`config.mk`:
```
export PLATFORM = sky130hd
export DESIGN_NAME = bcd_countdown_timer
export DESIGN_NICKNAME = d
export VERILOG_FILES = /design/src/rtl/eggtimer_pkg.sv /design/src/rtl/bcd_digit_cell.sv /design/src/rtl/bcd_countdown_timer.sv
export SDC_FILE = /design/constraint.sdc
export NUM_CORES = 1
export LEC_CHECK = 0
export ABC_AREA = 1
export CAP_MARGIN = 20
export CORE_MARGIN = 2
export CORE_UTILIZATION = 38
export DETAILED_ROUTE_END_ITERATION = 16
export PLACE_DENSITY = 0.7
export SYNTH_ARGS = -nofsm -noshare
export SYNTH_HDL_FRONTEND = slang
export SYNTH_SLANG_ARGS = --single-unit
```
`constraint.sdc`:
```
create_clock -name clk -period 3.5 [get_ports clk]
set_input_delay 0.7 -clock clk [delete_from_list [all_inputs] [get_ports clk]]
set_output_delay 0.7 -clock clk [all_outputs]
set_load 0.02 [all_outputs]
```
`src/rtl/eggtimer_pkg.sv`:
```
// Shared types and digit helpers for the cascaded BCD timer.
// All digit arithmetic is 4-bit BCD bounded by a per-digit maximum.
package eggtimer_pkg;

  localparam int BCD_W = 4;

  typedef enum logic [1:0] {
    IDLE    = 2'd0,
    RUNNING = 2'd1,
    PAUSED  = 2'd2,
    EXPIRED = 2'd3
  } state_e;

  function automatic logic [BCD_W-1:0] max_digit(input logic [BCD_W-1:0] value,
                                                 input logic [BCD_W-1:0] limit);
    return (value > limit) ? limit : value;
  endfunction

  // One step of a single digit: up wraps limit->0, down wraps 0->limit.
  function automatic logic [BCD_W-1:0] step_digit(input logic [BCD_W-1:0] value,
                                                  input logic [BCD_W-1:0] limit,
                                                  input logic             dir);
    if (dir) begin
      return (value == limit) ? '0 : value + 4'd1;
    end
    return (value == '0) ? limit : value - 4'd1;
  endfunction

endpackage

```
`src/rtl/bcd_digit_cell.sv`:
```
// One BCD digit of the timer chain: registered digit value with a
// combinational borrow/carry output feeding the next more-significant digit.
module bcd_digit_cell
  import eggtimer_pkg::*;
(
  input  logic             clk,
  input  logic             reset,
  input  logic             step_in,
  input  logic             dir,
  input  logic             load,
  input  logic [BCD_W-1:0] load_val,
  input  logic             reload,
  input  logic [BCD_W-1:0] reload_val,
  input  logic [BCD_W-1:0] limit,
  output logic [BCD_W-1:0] digit,
  output logic             step_out
);

  logic [BCD_W-1:0] digit_q;
  logic [BCD_W-1:0] digit_d;

  always_comb begin
    digit_d = digit_q;
    if (load) begin
      digit_d = load_val;
    end else if (reload) begin
      digit_d = reload_val;
    end else if (step_in) begin
      digit_d = step_digit(digit_q, limit, dir);
    end
  end

  always_ff @(posedge clk) begin
    if (reset) begin
      digit_q <= '0;
    end else begin
      digit_q <= digit_d;
    end
  end

  // Borrow (down) or carry (up) only when this digit is about to wrap.
  assign step_out = step_in && (dir ? (digit_q == limit) : (digit_q == '0));
  assign digit    = digit_q;

endmodule

```
`src/rtl/bcd_countdown_timer.sv`:
```
// Multi-digit BCD timer: digit chain plus start/pause/expire FSM, target
// register, terminal compare and a registered one-cycle done pulse.
module bcd_countdown_timer
  import eggtimer_pkg::*;
#(
  parameter int                          N_DIGITS    = 4,
  parameter logic [BCD_W*N_DIGITS-1:0]   DIGIT_MAX   = 16'h5959,
  parameter logic                        DIRECTION   = 1'b0,
  parameter logic                        AUTO_RELOAD = 1'b0
) (
  input  logic                      clk,
  input  logic                      reset,
  input  logic                      tick,
  input  logic                      load,
  input  logic                      start,
  input  logic                      pause,
  input  logic [BCD_W*N_DIGITS-1:0] preset,
  output logic [BCD_W*N_DIGITS-1:0] count,
  output logic                      running,
  output logic                      expired,
  output logic                      done
);

  localparam int W = BCD_W * N_DIGITS;

  state_e         state_q;
  logic [W-1:0]   target_q;
  logic           running_q;
  logic           expired_q;
  logic           done_q;

  logic [W-1:0]   clamped_preset;
  logic [W-1:0]   load_val;
  logic [W-1:0]   reload_val;
  logic [W-1:0]   term_val;
  logic [W-1:0]   count_w;
  logic [W-1:0]   next_count;
  logic [N_DIGITS:0] step_chain;

  logic           run_tick;
  logic           at_term;
  logic           do_reload;
  logic           do_step;

  assign term_val   = DIRECTION ? target_q : '0;
  assign at_term    = (count_w == term_val);
  assign load_val   = DIRECTION ? '0 : clamped_preset;
  assign reload_val = DIRECTION ? '0 : target_q;

  // A tick only counts when no higher-priority control input is present.
  assign run_tick  = tick && !load && !pause && !start && (state_q == RUNNING);
  assign do_reload = run_tick && AUTO_RELOAD && at_term;
  assign do_step   = run_tick && !do_reload;

  assign step_chain[0] = do_step;

  generate
    for (genvar gi = 0; gi < N_DIGITS; gi++) begin : g_digit
      assign clamped_preset[gi*BCD_W +: BCD_W] =
        max_digit(preset[gi*BCD_W +: BCD_W], DIGIT_MAX[gi*BCD_W +: BCD_W]);

      // Value the chain will hold after this edge, used for the done compare.
      assign next_count[gi*BCD_W +: BCD_W] =
        do_reload      ? reload_val[gi*BCD_W +: BCD_W] :
        step_chain[gi] ? step_digit(count_w[gi*BCD_W +: BCD_W],
                                    DIGIT_MAX[gi*BCD_W +: BCD_W], DIRECTION) :
                         count_w[gi*BCD_W +: BCD_W];

      bcd_digit_cell u_cell (
        .clk        (clk),
        .reset      (reset),
        .step_in    (step_chain[gi]),
        .dir        (DIRECTION),
        .load       (load),
        .load_val   (load_val[gi*BCD_W +: BCD_W]),
        .reload     (do_reload),
        .reload_val (reload_val[gi*BCD_W +: BCD_W]),
        .limit      (DIGIT_MAX[gi*BCD_W +: BCD_W]),
        .digit      (count_w[gi*BCD_W +: BCD_W]),
        .step_out   (step_chain[gi+1])
      );
    end
  endgenerate

  always_ff @(posedge clk) begin
    if (reset) begin
      state_q   <= IDLE;
      target_q  <= '0;
      running_q <= 1'b0;
      expired_q <= 1'b0;
      done_q    <= 1'b0;
    end else begin
      done_q <= 1'b0;
      if (load) begin
        target_q  <= clamped_preset;
        state_q   <= IDLE;
        running_q <= 1'b0;
        expired_q <= 1'b0;
      end else if (pause) begin
        if (state_q == RUNNING) begin
          state_q   <= PAUSED;
          running_q <= 1'b0;
        end
      end else if (start) begin
        if ((state_q == IDLE || state_q == PAUSED) && !at_term) begin
          state_q   <= RUNNING;
          running_q <= 1'b1;
        end
      end else if (run_tick) begin
        if (next_count == term_val) begin
          done_q <= 1'b1;
          if (!AUTO_RELOAD) begin
            state_q   <= EXPIRED;
            running_q <= 1'b0;
            expired_q <= 1'b1;
          end
        end
      end
    end
  end

  assign count   = count_w;
  assign running = running_q;
  assign expired = expired_q;
  assign done    = done_q;

endmodule
```
# [Word-level counts from Yosys, hierarchy flattened]
# Index checks and enable logic that the tools add are counted.
[word_totals] regBits=21 in_bits=22
[classes] n_addsub=4 n_lt_le_gt_ge=4 eq_ne=4 mux=45 bitwise_logic=3 n_reduce_logical=30
[op_table] operator="$mux 4" n=24
[op_table] operator="$logic_not 16->1" n=2
[op_table] operator="$logic_not 4->1" n=4
[op_table] operator="$sub 4x1->4 const B" n=4
[op_table] operator="$mux 1" n=15
[op_table] operator="$mux 2" n=6
[op_table] operator="$gt 4x3->1 const B" n=2
[op_table] operator="$gt 4x4->1 const B" n=2
[op_table] operator="$logic_and 1x1->1" n=8
[op_table] operator="$reduce_and 4->1" n=2
[op_table] operator="$reduce_bool 2->1" n=4
[op_table] operator="$reduce_bool 3->1" n=2
[op_table] operator="$reduce_or 5->1" n=1
[op_table] operator="$logic_not 1->1" n=4
[op_table] operator="$ne 3x1->1 const B" n=1
[op_table] operator="$not 1->1" n=3
[op_table] operator="$eq 2x1->1 const B" n=1
[op_table] operator="$eq 2x2->1 const B" n=1
[op_table] operator="$logic_not 2->1" n=1
[op_table] operator="$ne 2x1->1 const B" n=1
[op_table] operator="$reduce_or 2->1" n=1
[op_table] operator="$logic_or 1x1->1" n=1

# [Longest topological paths before layout]
[depth] depth_word=14 ltp_mapped=13 ltp_nobuf=13

# [By module]
# A second synthesis with hierarchy kept.
[hier_totals] hier_cells=558 hier_area_um2=3379.5
[modules_own_cells] mod="bcd_digit_cell" instances=4 cells_per_inst=95 area_each_um2=573.0 seq_area_each_um2=80.1
[modules_own_cells] mod="bcd_countdown_timer" instances=1 cells_per_inst=178 area_each_um2=1087.3 seq_area_each_um2=420.4

# [Least setup slack after synthesis]
# Ideal clock, no wire load.
[synth_timing] path_kind="input to register" start="in tick" end="reg state_q[0]" setup_ns=0.117 arrival_time_ns=1.656 slack_ns=1.727 stages=13 path_cell_list="inv_1 -> nor2_2 -> inv_1 -> nor2_4 -> nand3_1 -> nand2_1 -> nand2_1 -> nor2_2 -> nand2_2 -> nand2_2 -> nand2_2 -> nand2_1 -> a21oi_2"
[synth_between] elab_chain_len=11 elab_cells_between_ends=15 classes_between="mux (4); reduce/logical (11)"
[synth_lines] item="start: declaration" line="bcd_countdown_timer.sv:13" rtl="input logic tick,"
[synth_lines] item="$logic_and 1x1->1 (*) (4 in a row)" line="bcd_countdown_timer.sv:51" rtl="assign run_tick = tick && !load && !pause && !start && (state_q == RUNNING);"
[synth_lines] item="$logic_and 1x1->1 (3 in a row)" line="bcd_digit_cell.sv:42" rtl="assign step_out = step_in && (dir ? (digit_q == limit) : (digit_q == '0));"
[synth_lines] item="$mux 4" line="bcd_countdown_timer.sv:65" rtl="step_chain[gi] ? step_digit(count_w[gi*BCD_W +: BCD_W],"
[synth_lines] item="$logic_not 16->1" line="bcd_countdown_timer.sv:110" rtl="if (next_count == term_val) begin"
[synth_lines] item="$reduce_bool 3->1 (no line)"
[synth_lines] item="$reduce_and 4->1 (no line) (*)"
[synth_lines] item="end signal: assignment" line="bcd_countdown_timer.sv:87" rtl="state_q <= IDLE;"
[synth_lines] item="end signal: assignment" line="bcd_countdown_timer.sv:106" rtl="state_q <= RUNNING;"
[synth_lines] item="end signal: assignment" line="bcd_countdown_timer.sv:113" rtl="state_q <= EXPIRED;"
[synth_lines] item="end: declaration" line="bcd_countdown_timer.sv:26" rtl="state_e state_q;"
# Every way passes the cells marked *; elsewhere a longest branch is shown, timed or not.
# A chain may end at the register's enable or synchronous reset.

# [Worst setup path after layout]
[layout_timing] start="in load" end="reg state_q[0]"
[layout_between] elab_chain_len=12 elab_cells_between_ends=17 classes_between="mux (4); reduce/logical (13)"
[layout_lines] item="start: declaration" line="bcd_countdown_timer.sv:14" rtl="input logic load,"
[layout_lines] item="$logic_not 1->1" line="bcd_countdown_timer.sv:51"
[layout_lines] item="$logic_and 1x1->1 (4 in a row)" line="bcd_countdown_timer.sv:51"
[layout_lines] item="$logic_and 1x1->1 (3 in a row)" line="bcd_digit_cell.sv:42"
[layout_lines] item="$mux 4" line="bcd_countdown_timer.sv:65"
[layout_lines] item="$logic_not 16->1" line="bcd_countdown_timer.sv:110"
[layout_lines] item="$reduce_bool 3->1 (no line)"
[layout_lines] item="$reduce_and 4->1 (no line)"
# Several ways; a longest one is shown, not always the timed one.

==> flow_metrics.py <==
metrics = {
    "status": {
        "status": "finished, final reports clean",
    },
    "global_route": {
        "grt_pass1_vias": 1314,
        "grt_pass1_wl_mm": 5.59,
        "antenna_found_initial": 0,
        "gr-total-overflow": 0,
        "grt_max_degree": 13,
        "track_usage_pct": 17.4,
    },
    "pwr": {
        "p_per_area_nw_per_um2": 304,
        "power_leakage_uw": 0.000746,
        "vdd_drop_max_uv": 174,
    },
    "floorplanning": {
        "start_util_pct": 39.3,
        "die_x_um": 62.5,
        "std_cell_rows": 21,
        "dieArea_um2": 3910,
        "die_h_um": 62.5,
        "io_pins": 41,
        "core_um2": 3310,
    },
    "routing": {
        "wl_per_cell_um": 11.5,
        "drc": 0,
        "dr_wl_met2_mm": 1.44,
        "ant_nets": 0,
        "drt_pre_antenna_iters": 4,
        "met3WireLength_um": 229,
        "drtIter0Drc": 59,
        "routed_wl_mm": 3.23,
        "top_layer": "met4",
        "drt-met1-wl_mm": 1.52,
        "vias": 1398,
        "viasPerCell": 4.96,
    },
    "cells_and_area": {
        "n_antenna_cell": 0,
        "nFillCells": 350,
        "utilization_pct": 54.0,
        "stdcell_count": 282,
        "design_area_um2": 1790,
        "layout-drive-gt1-share_pct": 12.7,
        "syn2layout_area_growth_pct": 37.4,
        "layout.nets": 259,
    },
    "synthesis": {
        "syn-num-nets": 215,
        "synthDominantCellAreaShare_pct": 32.3,
        "netlist_area_um2": 1300,
        "syn_area_per_cell_um2": 6.74,
        "synthCells": 193,
        "ys_ff_latch": 21,
        "yosysTopAreaCell": "dfxtp_1",
        "synth-seq-area-share_pct": 32.3,
        "ys.flop_type": "dfxtp_1",
        "yosysWarnings": 0,
        "synthArstFlopShare_pct": 0,
        "synth_cell_types": 27,
        "synth_commonest_cells": "29 x inv_1, 29 x nand2_1, 23 x nor2_1",
        "synth-edff-count": 0,
        "ys_top_cells_by_area": "dfxtp_1 32%, inv_1 8.4%, nand2_1 8.4%",
    },
    "timing": {
        "worst_pin_slew_ps": 478,
        "hold_viol": 0,
        "slew_violations": 0,
        "post-route-period-util_pct": 64.0,
        "tns_ps": 0,
        "period_minus_slack_ps": 2240,
        "max_freq_mhz": 446,
        "setup_violations": 0,
        "finalWorstSetupSlack_ps": 1260,
        "clock-skew-final_ps": 6.14,
        "max-slew-margin-rel_pct": 68.0,
        "rsz0062_at_grt": "false",
    },
    "clocking": {
        "clk_path_buf_depth": 2,
        "clkTransAtPathRegs_ps": 110,
        "clock-sinks": 21,
        "cts.htree.levels": 1,
        "cts_resized": 0,
        "numCtsBuffers": 3,
        "postCtsSetupRepairBufs": 0,
        "clock-root-buffer": "clkbuf_4",
        "cts_hold_buf": 0,
        "insertion_delay_ps": 310,
        "cts_tree": "yes",
    },
    "place": {
        "place_inst": 278,
        "portBuffers": 40,
        "gp_congestion": 0.869,
        "dp_hpwl_mm": 2.53,
        "dp_slack_ps": 931,
        "place_area_um2": 1760,
    },
    "min_path": {
        "hp-class": "reg2reg",
    },
    "worst_setup_path": {
        "cp-end-kind": "flip-flop",
        "crit_type": "in2reg",
        "cp.arrival_ps": 2450,
        "path_max_fanout": 11,
        "critPathRequiredTime_ps": 3710,
        "start_kind": "primary input",
    },
    "job": {
        "drv_cap": 0,
    },
}
[layer usage]
metal,global-route usage [%],up-vias
li1,-,722
met4,5.28,0
met5,0,-
met3,5.05,6
met2,28.0,52
met1,22.7,618
[critical path, cell delays in order]
cell,delay (ps)
clkdlybuf4s50_1,590
nor2_2,210
inv_1,80
nor2_4,150
nand3_1,130
nand2_1,80
nand2_1,70
nor2_2,90
nand2_2,70
nand2_2,80
nand2_2,70
nand2_1,80
a21oi_2,50
[cells by family (layout without fill, tap and decap cells)]
family	count (synthesis)	count (layout)	share of synthesized area, %
flip-flops	21	21	32.3
AO/OA/AOI/OAI	43	43	19.9
buffers and inverters	34	77	9.91
AND/OR/NAND/NOR	95	95	37.8
[cell type report]
class	instances	area, um2	share of cell area, %
tap	46	57.6	3.22
clock buffer	4	26.3	1.47
inverter	31	116	6.51
timing repair buffer	42	415	23.2
multi-input combinational	138	751	42.0
sequential	21	420	23.5
[stage by stage]
stage          power (uW)  hold slack [ps]
2_1_floorplan         361              472
3_3_place_gp          430              453
3_5_place_dp          429              459
6_report              543              478
4_1_cts               549              489
5_1_grt               577              513
[cell usage in the layout, fill, tap and decap left out]
cell type,n
clkdlybuf4s50_1,40
inv_1,29
nand2_1,29
nor2_1,23
dfxtp_1,21
o21ai_0,15
a21oi_1,14
nand3_1,12
nor2_4,8
nand2_2,7
nor3_1,5
a211oi_1,5
nor2_2,4
o31ai_1,3
clkbuf_4,3
nand4_1,2
nand3_2,2
a21oi_2,2
buf_4,2
inv_2,1
clkinv_1,1
o311a_1,1
nand3b_1,1
or2_2,1
and2_1,1
a32o_1,1
a311oi_1,1
a21boi_0,1
clkbuf_1,1
[final timing paths]
kind / startpoint / to / slack, ps / cells after the start
worst max-delay path: load / state_q[0] / 1260 / 13
worst min-delay path: running / running / 480 / 2
worst max register to register: g_digit[2].u_cell.digit[2] / state_q[0] / 1890 / 12
worst min register to register: running / running / 480 / 2
[state kept, by name, summed over array words and instances, names as in the netlist]
register,cells
g_digit.u_cell.digit,16
state_q,2
done,1
expired,1
running,1
[where the power goes]
group / total (uW) / switching, uW / internal, uW / leakage [uW]
registers: 267 / 15.4 / 251 / 0.000173
clock network: 119 / 74.4 / 44.5 / 0.0000150
logic: 157 / 85.4 / 71.8 / 0.000558
total: 543 / 175 / 368 / 0.000746
(Power assumes the default switching activity.)
